### config.mk
export PLATFORM = sky130hd
export DESIGN_NAME = hazard_scoreboard_flat
export DESIGN_NICKNAME = d
export VERILOG_FILES = /design/src/rtl/hazard_scoreboard_if.sv /design/src/rtl/hazard_scoreboard.sv /design/src/flat_wrapper.sv
export SDC_FILE = /design/constraint.sdc
export NUM_CORES = 1
export LEC_CHECK = 0
export BUFFER_PORTS_ARGS = -buffer_cell sky130_fd_sc_hd__buf_4
export CELL_PAD_IN_SITES_DETAIL_PLACEMENT = 1
export CELL_PAD_IN_SITES_GLOBAL_PLACEMENT = 2
export CORE_MARGIN = 10
export CORE_UTILIZATION = 43
export DETAILED_ROUTE_END_ITERATION = 6
export HOLD_SLACK_MARGIN = 0.05
export PLACE_DENSITY = 0.84
export SYNTH_ARGS = -nofsm -noshare
export SYNTH_HDL_FRONTEND = slang
export SYNTH_SLANG_ARGS = --single-unit
### constraint.sdc
create_clock -name clk -period 16.8 [get_ports clk]
set_clock_uncertainty 0.15 [all_clocks]
set_input_delay 3.36 -clock clk [delete_from_list [all_inputs] [get_ports clk]]
set_output_delay 3.36 -clock clk [all_outputs]
set_load 0.01 [all_outputs]
### src/rtl/hazard_scoreboard_if.sv
// hazard_scoreboard_if
// Groups the ID-stage, issue, writeback and stall signals of the hazard
// scoreboard into one bundle.
//   master : pipeline side; drives ID/issue/writeback and reads the stall lines
//   slave  : scoreboard side; reads ID/issue/writeback and drives the stall lines
// Signals:
//   id_valid, id_rden[NREAD], id_raddr[NREAD*AW], id_wen, id_wdest[AW]
//   issue_fire, issue_lat[LATW], wb_valid, wb_dest[AW]
//   block_id, block_if, raw_wait[NREAD], waw_full, stall_cycles[CNTW], sb_err
interface hazard_scoreboard_if #(
  parameter int NREAD = 2,
  parameter int AW    = 5,
  parameter int LATW  = 3,
  parameter int CNTW  = 32
);
  logic                  id_valid;
  logic [NREAD-1:0]      id_rden;
  logic [NREAD*AW-1:0]   id_raddr;
  logic                  id_wen;
  logic [AW-1:0]         id_wdest;
  logic                  issue_fire;
  logic [LATW-1:0]       issue_lat;
  logic                  wb_valid;
  logic [AW-1:0]         wb_dest;
  logic                  block_id;
  logic                  block_if;
  logic [NREAD-1:0]      raw_wait;
  logic                  waw_full;
  logic [CNTW-1:0]       stall_cycles;
  logic                  sb_err;

  modport master (
    output id_valid, id_rden, id_raddr, id_wen, id_wdest,
    output issue_fire, issue_lat, wb_valid, wb_dest,
    input  block_id, block_if, raw_wait, waw_full, stall_cycles, sb_err
  );

  modport slave (
    input  id_valid, id_rden, id_raddr, id_wen, id_wdest,
    input  issue_fire, issue_lat, wb_valid, wb_dest,
    output block_id, block_if, raw_wait, waw_full, stall_cycles, sb_err
  );
endinterface

### src/rtl/hazard_scoreboard.sv
// hazard_scoreboard
// Scoreboard-based RAW/WAW hazard unit for the ID stage. Every register keeps
// an outstanding-write count and a countdown until its youngest write becomes
// forwardable; ID is stalled while any enabled source still waits or while
// the destination's outstanding counter is saturated.
// Ports:
//   clk   : clock, all state updates on the rising edge
//   reset : asynchronous active-high, clears the whole scoreboard
//   bus   : hazard_scoreboard_if slave modport (ID/issue/writeback inputs,
//           stall, debug and counter outputs)
module hazard_scoreboard #(
  parameter int NREAD = 2,
  parameter int AW    = 5,
  parameter int LATW  = 3,
  parameter int INFW  = 2,
  parameter int CNTW  = 32
) (
  input  logic             clk,
  input  logic             reset,
  hazard_scoreboard_if.slave bus
);

  localparam int NREG = 1 << AW;

  logic [INFW-1:0] out_cnt [NREG];
  logic [LATW-1:0] tmr     [NREG];

  logic [NREAD-1:0] raw_vec;
  logic             waw_sat;
  logic             block;
  logic             do_issue;
  logic             do_retire;
  logic             err_now;
  logic [NREG-1:0]  ld_hit;
  logic [NREG-1:0]  rt_hit;
  logic [CNTW-1:0]  stall_cnt;
  logic             err_flag;

  // A source waits only while its register has a write in flight whose
  // result is not yet forwardable; register 0 is never a hazard.
  always_comb begin
    raw_vec = '0;
    for (int i = 0; i < NREAD; i++) begin
      raw_vec[i] = bus.id_valid & bus.id_rden[i]
                 & (bus.id_raddr[i*AW +: AW] != '0)
                 & (out_cnt[bus.id_raddr[i*AW +: AW]] != '0)
                 & (tmr[bus.id_raddr[i*AW +: AW]] != '0);
    end
  end

  // A writer cannot issue when its destination counter would overflow.
  always_comb begin
    waw_sat = bus.id_valid & bus.id_wen & (bus.id_wdest != '0)
            & (out_cnt[bus.id_wdest] == {INFW{1'b1}});
    block   = (|raw_vec) | waw_sat;
  end

  // One-hot load/retire selects; an issue_fire while stalled is dropped.
  always_comb begin
    do_issue  = bus.issue_fire & bus.id_valid & ~block & bus.id_wen & (bus.id_wdest != '0);
    do_retire = bus.wb_valid & (bus.wb_dest != '0);
    err_now   = do_retire & (out_cnt[bus.wb_dest] == '0);
    ld_hit    = '0;
    rt_hit    = '0;
    if (do_issue) ld_hit[bus.id_wdest] = 1'b1;
    if (do_retire && !err_now) rt_hit[bus.wb_dest] = 1'b1;
  end

  // Per-register update. Issue and a valid retire to the same register
  // cancel in the counter while the new writer still takes over the timer.
  // A retire to an idle register is ignored, so an issue alongside it still
  // counts. The timer is cleared once the last outstanding write retires.
  always_ff @(posedge clk or posedge reset) begin
    if (reset) begin
      for (int r = 0; r < NREG; r++) begin
        out_cnt[r] <= '0;
        tmr[r]     <= '0;
      end
    end else begin
      for (int r = 0; r < NREG; r++) begin
        if (ld_hit[r]) begin
          tmr[r] <= bus.issue_lat;
          if (!rt_hit[r]) out_cnt[r] <= out_cnt[r] + 1'b1;
        end else if (rt_hit[r]) begin
          out_cnt[r] <= out_cnt[r] - 1'b1;
          if (out_cnt[r] == INFW'(1))   tmr[r] <= '0;
          else if (tmr[r] != '0)        tmr[r] <= tmr[r] - 1'b1;
        end else if (tmr[r] != '0) begin
          tmr[r] <= tmr[r] - 1'b1;
        end
      end
    end
  end

  // Saturating stall-cycle counter.
  always_ff @(posedge clk or posedge reset) begin
    if (reset)                                stall_cnt <= '0;
    else if (block && stall_cnt != {CNTW{1'b1}}) stall_cnt <= stall_cnt + 1'b1;
  end

  // Sticky flag for retirements with nothing outstanding.
  always_ff @(posedge clk or posedge reset) begin
    if (reset)        err_flag <= 1'b0;
    else if (err_now) err_flag <= 1'b1;
  end

  assign bus.raw_wait     = raw_vec;
  assign bus.waw_full     = waw_sat;
  assign bus.block_id     = block;
  assign bus.block_if     = block;
  assign bus.stall_cycles = stall_cnt;
  assign bus.sb_err       = err_flag;

endmodule

### src/flat_wrapper.sv
// flat-port wrapper written by rule: the top's interface ports become plain ports
module hazard_scoreboard_flat 
#(
  parameter int NREAD = 2,
  parameter int AW    = 5,
  parameter int LATW  = 3,
  parameter int INFW  = 2,
  parameter int CNTW  = 32
)
  (clk, reset, bus_id_valid, bus_id_rden, bus_id_raddr, bus_id_wen, bus_id_wdest, bus_issue_fire, bus_issue_lat, bus_wb_valid, bus_wb_dest, bus_block_id, bus_block_if, bus_raw_wait, bus_waw_full, bus_stall_cycles, bus_sb_err);
  hazard_scoreboard_if #(.NREAD(NREAD), .AW(AW), .LATW(LATW), .CNTW(CNTW)) bus_i ();
  input  logic clk;
  input  logic reset;
  input wire logic [$bits(bus_i.id_valid)-1:0] bus_id_valid;
  input wire logic [$bits(bus_i.id_rden)-1:0] bus_id_rden;
  input wire logic [$bits(bus_i.id_raddr)-1:0] bus_id_raddr;
  input wire logic [$bits(bus_i.id_wen)-1:0] bus_id_wen;
  input wire logic [$bits(bus_i.id_wdest)-1:0] bus_id_wdest;
  input wire logic [$bits(bus_i.issue_fire)-1:0] bus_issue_fire;
  input wire logic [$bits(bus_i.issue_lat)-1:0] bus_issue_lat;
  input wire logic [$bits(bus_i.wb_valid)-1:0] bus_wb_valid;
  input wire logic [$bits(bus_i.wb_dest)-1:0] bus_wb_dest;
  output wire logic [$bits(bus_i.block_id)-1:0] bus_block_id;
  output wire logic [$bits(bus_i.block_if)-1:0] bus_block_if;
  output wire logic [$bits(bus_i.raw_wait)-1:0] bus_raw_wait;
  output wire logic [$bits(bus_i.waw_full)-1:0] bus_waw_full;
  output wire logic [$bits(bus_i.stall_cycles)-1:0] bus_stall_cycles;
  output wire logic [$bits(bus_i.sb_err)-1:0] bus_sb_err;
  assign bus_i.id_valid = bus_id_valid;
  assign bus_i.id_rden = bus_id_rden;
  assign bus_i.id_raddr = bus_id_raddr;
  assign bus_i.id_wen = bus_id_wen;
  assign bus_i.id_wdest = bus_id_wdest;
  assign bus_i.issue_fire = bus_issue_fire;
  assign bus_i.issue_lat = bus_issue_lat;
  assign bus_i.wb_valid = bus_wb_valid;
  assign bus_i.wb_dest = bus_wb_dest;
  assign bus_block_id = bus_i.block_id;
  assign bus_block_if = bus_i.block_if;
  assign bus_raw_wait = bus_i.raw_wait;
  assign bus_waw_full = bus_i.waw_full;
  assign bus_stall_cycles = bus_i.stall_cycles;
  assign bus_sb_err = bus_i.sb_err;
  hazard_scoreboard #(.NREAD(NREAD), .AW(AW), .LATW(LATW), .INFW(INFW), .CNTW(CNTW)) u_core (.clk(clk), .reset(reset), .bus(bus_i));
endmodule
==> summary.md, run 1 <==
| Metric | Value |
|---|---|
| Status | complete, no violations |
| RSZ-0062 raised after global routing | no |
| Clock tree root buffer cell | sky130_fd_sc_hd__clkbuf_16 |
| # fillers | 3888 |
| Flop pwr share | between 30% and 40% |
| Clk network pwr share | 15.2% |
| Hold Worst Slack | around 0.25 ns |
| Type of element launching the critical path | input pin |
| Ranking of synthesized cells by area | sky130_fd_sc_hd__dfrtp_1, sky130_fd_sc_hd__ha_1, sky130_fd_sc_hd__xnor2_1, sky130_fd_sc_hd__mux2i_1, sky130_fd_sc_hd__nand2_1 |
| Minimum clock period after layout | between 10 and 15 ns |
| Via density | 5.89 |
| Post-cts gate resize count | 0 |
| Hold violation total from the final report | 0 |
| Number of nets produced by synthesis | 1738 |
| Post-Route Utilization | 47.5% |
| Setup Total Neg Slack | 0 ns |
| Post-CTS Setup Inserts | 0 |
| Buffers from clock root to sink, at most | 2 |
| Maximum number of pins on one net before global-route repair | roughly 130 |
| Vias post-DR | between 10000 and 15000 |
| Fmax | around 0.1 GHz |
| Count of clock tree sinks | approximately 190 |
| Detailed router's first-iteration violation count | roughly 850 |
| Global placement routability congestion | 0.975 |
| Count of boundary I/O pins | 69 |
| Setup violations, final | 0 |
| Number of nets in the finished design | roughly 1800 |
| Worst hold path endpoint | u_core.out_cnt[63]$_DFFE_PP0P_ |
| Flip-flop and latch count after synthesis | 193 |
| Period utilization | 60.0% |
| Register-to-register setup slack | about 12 ns |
| TritonCTS clock tree | done |
| CTS HTree Levels | 4 |
| Hold Path Origin | u_core.out_cnt[63]$_DFFE_PP0P_ |
| Number of warnings reported in the yosys synthesis log | 0 |
| Mapped Cells | roughly 1600 |
| DRC violation count after routing | 0 |
| Final routed wirelength across all metal layers | 47500 um |
| Sw Pwr | roughly 1.2 mW |
| Area grow syn2layout | 9.63% |
| Die area | roughly 41000 sq um |
| Effective utilization at floorplan | between 40% and 50% |
| Crit Reg-Reg Startpoint | u_core.tmr[36]$_DFF_PP0_ |
| Critical setup path kind | input pin to output port |
| Crit Path Max Fanout | 25 |
| Class of the most critical hold timing path | flip-flop to flip-flop |
| Post-DRT Antenna Nets | 0 |
| Placed inst area | about 15000 sq um |
| Syn Std Cell Area | roughly 14000 sq um |
| Seq/Total Area, Yosys | ~33% |
| Max-capacitance violation count | 0 |
| Mean instance size in the synthesized netlist | 8.96 sq um |
| Synth cell types | 69 |
| R2R depth | 9 |
| Async SR Flop Fraction | 100% |
| Arrival time worst endpoint | approximately 6.6 ns |
| Power Density | about 170 nW/um^2 |
| Synth Flop Type | sky130_fd_sc_hd__dfrtp_1 |
| Core box area | between 30000 and 40000 sq um |
| Routed wire length per instance | 22.7 um |
| Overall power | approximately 2.7 mW |
| Switching part of the total power | a little over two fifths |
| Post-synth EDFFs | 0 |
| Clock slew at the register clock pins of the worst setup and hold paths | about 0.070 ns |
| Portion of total power attributed to combinational logic | about 50% |
| Vertical extent of the die | ~200 um |
| Via count of the first global-routing pass | around 13000 |
| Fin area | about 16000 sq um |
| Relative slew slack | approximately 18% |
| Actual slew at the worst max-slew pin | ~1.2 ns |
| Aggregate global routing overflow | 0 |
| Worst-case vdd ir drop | 0.0901 mV |
| Reg2Reg Capture Point | u_core.out_cnt[27]$_DFFE_PP0P_ |
| Floorplan row count | 67 |
| Design internal power | about 1.5 mW |
| Fin worst setup slack | about 6.7 ns |
| Number of antenna violations at the first check in global routing | 1 |
| Number of instances in the placed design | slightly above 2000 |
| Port Buffers | between 60 and 70 |
| WP data required | 13.29 ns |
| Number of hold-repair buffers added at the cts stage | 0 |
| P_leak | between 6 and 7 nW |
| Pins over their slew limit | 0 |
| Post-detail-place hpwl | 35400 um |
| Most common library cell in the layout ignoring fill and taps | sky130_fd_sc_hd__dfrtp_1 |
| Area used by sequential logic in the layout | 4830 sq um |
| Area of combinational cells with multiple inputs | ~8800 sq um |
| Filler-free cell count of the finished design | 2092 |
| Library cell occupying the most area in the post-synthesis netlist | sky130_fd_sc_hd__dfrtp_1 |
| Hold path depth | 0 |
| Commonest cells after routing, fill and taps aside | sky130_fd_sc_hd__dfrtp_1, sky130_fd_sc_hd__nand2_1, sky130_fd_sc_hd__nor2_1 |
| Wire length of the first global-routing pass | 73800 um |
| Number of optimization iterations in the first detailed-route pass | 5 |
| Element type at the critical path end | output port |
| Inserted Clock Buffers | 17 |
| Share of the synthesized area in the top cell type | between 30% and 40% |
| Layout cells sized above 1 | between 10 and 15% |
| Clk Latency, worst-skew pair | around 0.47 ns |
| Chip width | ~200 um |
| GRT Overall Usage | between 20% and 30% |
| Worst slack at placement | approximately 6.7 ns |
[flip-flops by register name, indices dropped and copies added (netlist names)]
register,cells
u_core.out_cnt,64
u_core.bus.stall_cycles,32
u_core.bus.sb_err,1
u_core.tmr,96
[layer usage]
metal | vias up | routed length (um) | global-route usage (%)
met5 | - | 0 | 0
met4 | 0 | 1340 | 8.15
met3 | 78 | 2850 | 4.70
met2 | 335 | 21700 | 36.3
met1 | 6195 | 21600 | 30.7
li1 | 5715 | - | -
[critical path, stage by stage]
cell and delay, ns:
sky130_fd_sc_hd__buf_4 0.21, sky130_fd_sc_hd__inv_1 0.44, sky130_fd_sc_hd__mux4_2 0.56, sky130_fd_sc_hd__a2111oi_0 0.46, sky130_fd_sc_hd__a311o_1 0.18, sky130_fd_sc_hd__o2111a_1 0.48, sky130_fd_sc_hd__or3_1 0.61, sky130_fd_sc_hd__buf_4 0.25
[kinds of logic (layout without fill, tap and decap cells)]
kind of cell | count (synthesis) | in the layout | share of synthesized area, %
xor gates and xnor gates | 125 | 125 | 7.59
DFF | 193 | 193 | 33.5
buffers and inverters | 198 | 230 | 5.52
and+or+nand+nor | 540 | 540 | 18.7
muxes | 109 | 109 | 9.53
adders and majority gates | 141 | 141 | 11.5
other | 0 | 1 | 0
AOI/OAI and AO/OA | 305 | 305 | 13.7
[synthesized netlist by cell type (all sizes together) (3+ instances only)]
| cell | n |
|---|---|
| and4 | 8 |
| nor4 | 29 |
| a21oi | 84 |
| o31ai | 9 |
| a2111oi | 8 |
| a211o | 5 |
| nand2 | 145 |
| clkbuf | 47 |
| nor2 | 142 |
| or4 | 3 |
| nand3 | 20 |
| xnor2 | 112 |
| and2 | 21 |
| and3 | 15 |
| o221ai | 6 |
| nand4 | 12 |
| maj3 | 45 |
| mux2i | 62 |
| a311o | 3 |
| o211ai | 6 |
| nor2b | 37 |
| nor3b | 5 |
| mux2 | 27 |
| a22o | 9 |
| o21ai | 67 |
| o22ai | 14 |
| nor3 | 61 |
| inv | 122 |
| buf | 28 |
| or2 | 5 |
| nand2b | 17 |
| a21o | 31 |
| ha | 96 |
| mux4 | 20 |
| or3 | 13 |
| nor4b | 3 |
| o32ai | 8 |
| dfrtp | 193 |
| a211oi | 32 |
| xor2 | 13 |
| or3b | 3 |
[power by group through the flow]
stage	combinational, mW	clock [mW]	sequential, mW
final	1.35	0.410	0.932
after global routing	1.53	0.439	0.954
after CTS	1.35	0.417	0.923
after detailed placement	1.34	0	0.931
after global placement	1.26	0	0.924
after floorplan	1.05	0	0.827
[cell type report]
type,count,share of cell area [%]
Antenna cell,1,0.0158
Clock buffer,21,2.97
Clock inverter,11,0.625
Inverter,123,2.97
Multi-Input combinational cell,1220,55.8
Sequential cell,193,30.5
Tap cell,448,3.54
Timing Repair Buffer,75,3.56
[how the worst max path moves through the flow]
| stage | startpoint | end | cells after the start |
|---|---|---|---|
| finish | bus_id_raddr[0] | bus_block_id | 8 |
| detailed placement | bus_id_raddr[0] | bus_block_id | 8 |
| global route | bus_id_raddr[0] | bus_block_id | 8 |
| CTS | bus_id_raddr[0] | bus_block_id | 8 |
| floorplan | bus_id_wdest[1] | bus_block_if | 9 |
| global placement | bus_id_raddr[0] | bus_block_id | 8 |
(Power assumes the default switching activity.)
==> inputs of run 2 (changes only) <==
CORE_UTILIZATION = 40   (was 43)
PLACE_DENSITY = 0.79   (was 0.84)
clock period = 9.9 ns   (was 16.8 ns; I/O delays follow)
==> run 2 against run 1 <==
Via count shrank 0.86%. Largest cell class unchanged. Register-to-register slack lost 6.8 ns. Critical path type unchanged. Clock-buffer cell count decreased by 3. Wire length increased by 1.6%. First-iteration DRC count grew 11%. Sequential share of layout area down 0.12 points. Clock power grew 86%. Non-clock buffer count stayed put. Final area grew 0.40%. Highest routed layer is now met5. Sequential power grew 70%.
==> summary.md, run 2 (synthesis results as in run 1) <==
| Metric | Value |
|---|---|
| Switching part of the total power | 43.1% |
| Number of nets in the finished design | about 1800 |
| Port Buffers | 68 |
| Setup violations, final | 0 |
| Worst hold path endpoint | u_core.out_cnt[63]$_DFFE_PP0P_ |
| Wire length of the first global-routing pass | 75200 um |
| R2R depth | 10 |
| Type of element launching the critical path | input pin |
| TritonCTS clock tree | done |
| RSZ-0062 raised after global routing | no |
| Fin worst setup slack | about 2.5 ns |
| Effective utilization at floorplan | around two fifths |
| Post-Route Utilization | between 40% and 50% |
| Post-CTS Setup Inserts | 0 |
| Design internal power | roughly 2.6 mW |
| Number of optimization iterations in the first detailed-route pass | 5 |
| Number of flip-flops under the largest register name | 96 |
| Setup Total Neg Slack | 0 ns |
| Sw Pwr | 2.00 mW |
| Global placement routability congestion | ~0.90 |
| Count of buffering cells on the critical path with inverters included | 3 |
| Hold Path Origin | u_core.out_cnt[63]$_DFFE_PP0P_ |
| Inserted Clock Buffers | 17 |
| Power Density | roughly 300 nW/um^2 |
| Clock tree root buffer cell | sky130_fd_sc_hd__clkbuf_16 |
| Overall power | 4.64 mW |
| Placed inst area | 15300 sq um |
| Max-capacitance violation count | 0 |
| Register-to-register setup slack | around 5.5 ns |
| Clk network pwr share | 16.4% |
| Count of clock tree sinks | about 190 |
| Number of instances in the placed design | 2072 |
| Cell type with the highest occurrence count on the critical path | sky130_fd_sc_hd__buf_4 |
| Clk Latency, worst-skew pair | between 0.4 and 0.5 ns |
| Routed wire length per instance | 22.9 um |
| Vias post-DR | 12200 |
| Area grow syn2layout | 10.1% |
| GRT Overall Usage | between 20 and 25% |
| Number of hold-repair buffers added at the cts stage | 0 |
| WP data required | 7.77 ns |
| Clock slew at the register clock pins of the worst setup and hold paths | 0.07 ns |
| Most common library cell in the layout ignoring fill and taps | sky130_fd_sc_hd__dfrtp_1 |
| Worst slack at placement | around 2.6 ns |
| Relative slew slack | about 11% |
| Die area | 44100 sq um |
| Aggregate global routing overflow | 0 |
| Class of the most critical hold timing path | flip-flop to flip-flop |
| Via count of the first global-routing pass | about 13000 |
| Post-cts gate resize count | 0 |
| Element type at the critical path end | output port |
| P_leak | between 6 and 7 nW |
| DRC violation count after routing | 0 |
| Vertical extent of the die | around 210 um |
| Hold violation total from the final report | 0 |
| Worst-case vdd ir drop | approximately 0.14 mV |
| Post-DRT Antenna Nets | 0 |
| Chip width | 210 um |
| Fmax | around 0.13 GHz |
| Period utilization | around 75% |
| Floorplan row count | 69 |
| Hold Worst Slack | around 0.25 ns |
| Status | complete, no violations |
| Actual slew at the worst max-slew pin | between 1 and 1.5 ns |
| Biggest register | u_core.tmr |
| Core box area | 35600 sq um |
| Arrival time worst endpoint | ~5.3 ns |
| Crit Path Max Fanout | 25 |
| Via density | ~5.8 |
| Post-detail-place hpwl | approximately 36000 um |
| Detailed router's first-iteration violation count | approximately 950 |
| Slowest cell delay on critical path | approximately 0.61 ns |
| Final routed wirelength across all metal layers | a little under 50000 um |
| Filler-free cell count of the finished design | ~2100 |
| Critical path cell sequence | buf_4 -> inv_1 -> mux4_2 -> a2111oi_0 -> a311o_1 -> o2111a_1 -> or3_1 -> buf_4 |
| Crit Reg-Reg Startpoint | u_core.tmr[36]$_DFF_PP0_ |
| Hold path depth | 0 |
| Maximum number of pins on one net before global-route repair | 82 |
| Library cell contributing the largest single delay on the critical path | sky130_fd_sc_hd__or3_1 |
| Reg2Reg Capture Point | u_core.out_cnt[49]$_DFFE_PP0P_ |
| Layout cells sized above 1 | 11.1% |
| Minimum clock period after layout | around 7.4 ns |
| Pins over their slew limit | 0 |
| CTS HTree Levels | 4 |
| Dominant delay contributor by cell family on the critical path | compound AO/OA/AOI/OAI gates |
| Flop pwr share | between 30% and 40% |
| Number of antenna violations at the first check in global routing | 1 |
| Critical setup path kind | input pin to output port |
| Buffers from clock root to sink, at most | 2 |
| Fin area | 15900 sq um |
| Commonest cells after routing, fill and taps aside | sky130_fd_sc_hd__dfrtp_1, sky130_fd_sc_hd__nand2_1, sky130_fd_sc_hd__nor2_1 |
| Portion of total power attributed to combinational logic | between 40% and 50% |
| Count of boundary I/O pins | slightly below 70 |
| Total inserted antenna cells | 0 |
[run 2: cell types whose count changed in the layout (fill, tap and decap cells not counted), moves of 2 or more]
cell / delta
sky130_fd_sc_hd__clkinvlp_4: -2
sky130_fd_sc_hd__clkbuf_8: -2
sky130_fd_sc_hd__clkinv_2: +3
sky130_fd_sc_hd__bufinv_16: +3
[run 2: cell type report]
| class | instances | area (sq um) |
|---|---|---|
| Sequential cell | 193 | 4830 |
| Tap cell | 461 | 577 |
| Fill cell | 4144 | 19700 |
| Timing Repair Buffer | 75 | 563 |
| Inverter | 123 | 469 |
| Multi-Input combinational cell | 1220 | 8830 |
| Clock buffer | 18 | 439 |
| Clock inverter | 14 | 175 |
[run 2: power by group through the flow]
stage	Sequential (mW)	Combinational, mW	Clock [mW]
global route	1.62	2.60	0.809
floorplan	1.40	1.78	0
detailed placement	1.58	2.28	0
CTS	1.57	2.30	0.775
global placement	1.57	2.16	0
finish	1.58	2.30	0.762
[run 2: how the worst max path moves through the flow]
stage | cells after the start | startpoint | slack [ns] | end
6_report | 8 | bus_id_raddr[0] | 2.49 | bus_block_id
3_3_place_gp | 8 | bus_id_raddr[0] | 2.66 | bus_block_id
3_5_place_dp | 8 | bus_id_raddr[0] | 2.55 | bus_block_id
2_1_floorplan | 1 | reset | 2.51 | u_core.bus.sb_err$_DFFE_PP0P_
4_1_cts | 8 | bus_id_raddr[0] | 2.53 | bus_block_id
5_1_grt | 8 | bus_id_raddr[0] | 2.40 | bus_block_id
[run 2: worst reg2reg max path: stages (launching register included)]
cell and delay (ns):
sky130_fd_sc_hd__dfrtp_1 0.41, sky130_fd_sc_hd__nor3_1 0.63, sky130_fd_sc_hd__a2111oi_0 0.24, sky130_fd_sc_hd__a311o_1 0.36
sky130_fd_sc_hd__o211a_1 0.21, sky130_fd_sc_hd__o2111a_1 0.40, sky130_fd_sc_hd__nor4_2 0.81, sky130_fd_sc_hd__buf_4 0.35
sky130_fd_sc_hd__nand2_1 0.13, sky130_fd_sc_hd__maj3_1 0.42, sky130_fd_sc_hd__a22o_1 0.19
[run 2: per-layer routing]
| layer | up-vias | global-route usage [%] | share of wire [%] |
|---|---|---|---|
| li1 | 5696 | - | - |
| met3 | 47 | 3.80 | 5.4 |
| met5 | - | 0 | 0.027 |
| met2 | 302 | 36.1 | 48 |
| met4 | 2 | 6.77 | 2.0 |
| met1 | 6170 | 28.6 | 45 |
==> inputs of run 3 (changes only) <==
CORE_UTILIZATION = 36   (was 40)
PLACE_DENSITY = 0.75   (was 0.79)
clock period = 6.2 ns   (was 9.9 ns; I/O delays follow)
==> run 3 against run 2 <==
Clock power up 56%. Critical path depth unchanged. Flip-flop and latch count unchanged. Power up 58%. Via count up 0.51%. Clock-buffer cell count down 1. Sequential power up 58%.
==> summary.md, run 3 (synthesis results as in run 1) <==
| Metric | Value |
|---|---|
| Slowest cell delay on critical path | around 0.57 ns |
| Arrival time worst endpoint | roughly 4.2 ns |
| Die area | slightly below 50000 sq um |
| Count of boundary I/O pins | 69 |
| Count of buffering cells on the critical path with inverters included | 3 |
| Most common library cell in the layout ignoring fill and taps | sky130_fd_sc_hd__dfrtp_1 |
| Detailed router's first-iteration violation count | 872 |
| Status | complete, no violations |
| Number of instances in the placed design | 2143 |
| Core box area | around 40000 sq um |
| Number of optimization iterations in the first detailed-route pass | 6 |
| Port Buffers | 68 |
| Post-detail-place hpwl | roughly 36000 um |
| Dominant delay contributor by cell family on the critical path | compound AO/OA/AOI/OAI gates |
| Hold violation total from the final report | 0 |
| Final routed wirelength across all metal layers | about 49000 um |
| GRT Overall Usage | between 20% and 30% |
| Routed wire length per instance | ~22 um |
| WP data required | around 4.8 ns |
| Wire length of the first global-routing pass | 75700 um |
| RSZ-0062 raised after global routing | no |
| Actual slew at the worst max-slew pin | ~1.1 ns |
| Pins over their slew limit | 0 |
| Global placement routability congestion | around 0.92 |
| Element type at the critical path end | output port |
| Period utilization | about nine tenths |
| Worst-case vdd ir drop | 0.225 mV |
| Count of clock tree sinks | approximately 190 |
| Post-DRT Antenna Nets | 0 |
| Setup Total Neg Slack | 0 ns |
| Area grow syn2layout | 11.0% |
| Chip width | 220 um |
| Vias post-DR | ~12000 |
| Minimum clock period after layout | 5.54 ns |
| Post-cts gate resize count | 0 |
| Filler-free cell count of the finished design | about 2200 |
| Hold Worst Slack | about 0.26 ns |
| Max-capacitance violation count | 0 |
| Number of hold-repair buffers added at the cts stage | 0 |
| DRC violation count after routing | 0 |
| Power Density | 458 nW/um^2 |
| Fmax | around 0.18 GHz |
| Number of nets in the finished design | 1764 |
| Effective utilization at floorplan | between 30 and 40% |
| Clk Latency, worst-skew pair | 0.51 ns |
| Vertical extent of the die | 220 um |
| Biggest register | u_core.tmr |
| Clock tree root buffer cell | sky130_fd_sc_hd__clkbuf_16 |
| Buffers from clock root to sink, at most | 2 |
| Aggregate global routing overflow | 0 |
| TritonCTS clock tree | done |
| Total inserted antenna cells | 0 |
| Setup violations, final | 0 |
| Critical setup path kind | input pin to output port |
| Number of flip-flops under the largest register name | 96 |
| Via count of the first global-routing pass | around 13000 |
| # fillers | between 4000 and 5000 |
| Critical path cell sequence | buf_4 -> inv_1 -> mux4_2 -> a2111oi_0 -> a311o_1 -> o2111a_1 -> or3_1 -> buf_4 |
| Layout cells sized above 1 | 11.5% |
| Commonest cells after routing, fill and taps aside | sky130_fd_sc_hd__dfrtp_1, sky130_fd_sc_hd__nand2_1, sky130_fd_sc_hd__nor2_1 |
| Post-CTS Setup Inserts | 0 |
| Clock slew at the register clock pins of the worst setup and hold paths | approximately 0.080 ns |
| Relative slew slack | 26.2% |
| Inserted Clock Buffers | 17 |
| Crit Path Max Fanout | 25 |
| Via density | approximately 5.6 |
| Floorplan row count | 73 |
| Type of element launching the critical path | input pin |
| CTS HTree Levels | 4 |
| Maximum number of pins on one net before global-route repair | 83 |
| Class of the most critical hold timing path | flip-flop to flip-flop |
| Number of antenna violations at the first check in global routing | 1 |
| Library cell contributing the largest single delay on the critical path | sky130_fd_sc_hd__mux4_2 |
| Cell type with the highest occurrence count on the critical path | sky130_fd_sc_hd__buf_4 |
| P_leak | between 6 and 7 nW |
-- run 3: cell count changes in the layout (fill, tap and decap cells not counted), sizes merged --
cell / change
buf: +7
clkbuf: -1
inv: +2
clkinv: -2
clkinvlp: +2
bufinv: -1
-- run 3: layout make-up --
type,instances,area (sq um),share of cell area [%]
Multi-Input combinational cell,1220,8830,55.1
Tap cell,525,657,4.10
Clock buffer,17,425,2.66
Sequential cell,193,4830,30.1
Clock inverter,15,171,1.07
Inverter,123,465,2.91
Timing Repair Buffer,82,641,4.00
-- run 3: worst paths after layout --
check / cells after the start / startpoint / slack [ns] / endpoint
worst max-delay path: 8 / bus_id_raddr[0] / 0.66 / bus_block_if
worst min-delay path: 0 / u_core.out_cnt[63]$_DFFE_PP0P_ / 0.26 / u_core.out_cnt[63]$_DFFE_PP0P_
worst max register to register: 9 / u_core.tmr[67]$_DFF_PP0_ / 1.73 / u_core.out_cnt[27]$_DFFE_PP0P_
worst min register to register: 0 / u_core.out_cnt[63]$_DFFE_PP0P_ / 0.26 / u_core.out_cnt[63]$_DFFE_PP0P_
max in group asynchronous: 3 / reset / 4.22 / u_core.out_cnt[48]$_DFFE_PP0P_
min in group asynchronous: 2 / reset / 0.75 / u_core.tmr[50]$_DFF_PP0_
-- run 3: through the flow --
| step | utilization (%) | cell area (sq um) | setup slack (ns) | power, mW |
|---|---|---|---|---|
| floorplan | - | 14400 | 1.55 | 5.09 |
| global placement | 38.9 | 15400 | 0.757 | 5.96 |
| detailed placement | 38.9 | 15400 | 0.697 | 6.14 |
| CTS | 40.4 | 16000 | 0.653 | 7.38 |
| global route | 40.4 | 16000 | 0.460 | 7.99 |
| finish | 40.4 | 16000 | 0.664 | 7.34 |
-- run 3: routing by layer --
metal	GRT usage [%]	up-vias	share of wire (%)
met2	32.1	301	45
met1	27.0	6174	46
met5	0	-	0.039
met3	5.19	75	6.2
met4	7.81	2	2.7
li1	-	5727	-
-- run 3: power breakdown --
part	switching (mW)	leakage, nW	internal (mW)	total, mW
clock network	0.584	0.291	0.606	1.19
registers	0.695	2.38	1.80	2.49
logic	1.89	4.29	1.76	3.65
total	3.17	6.96	4.17	7.34
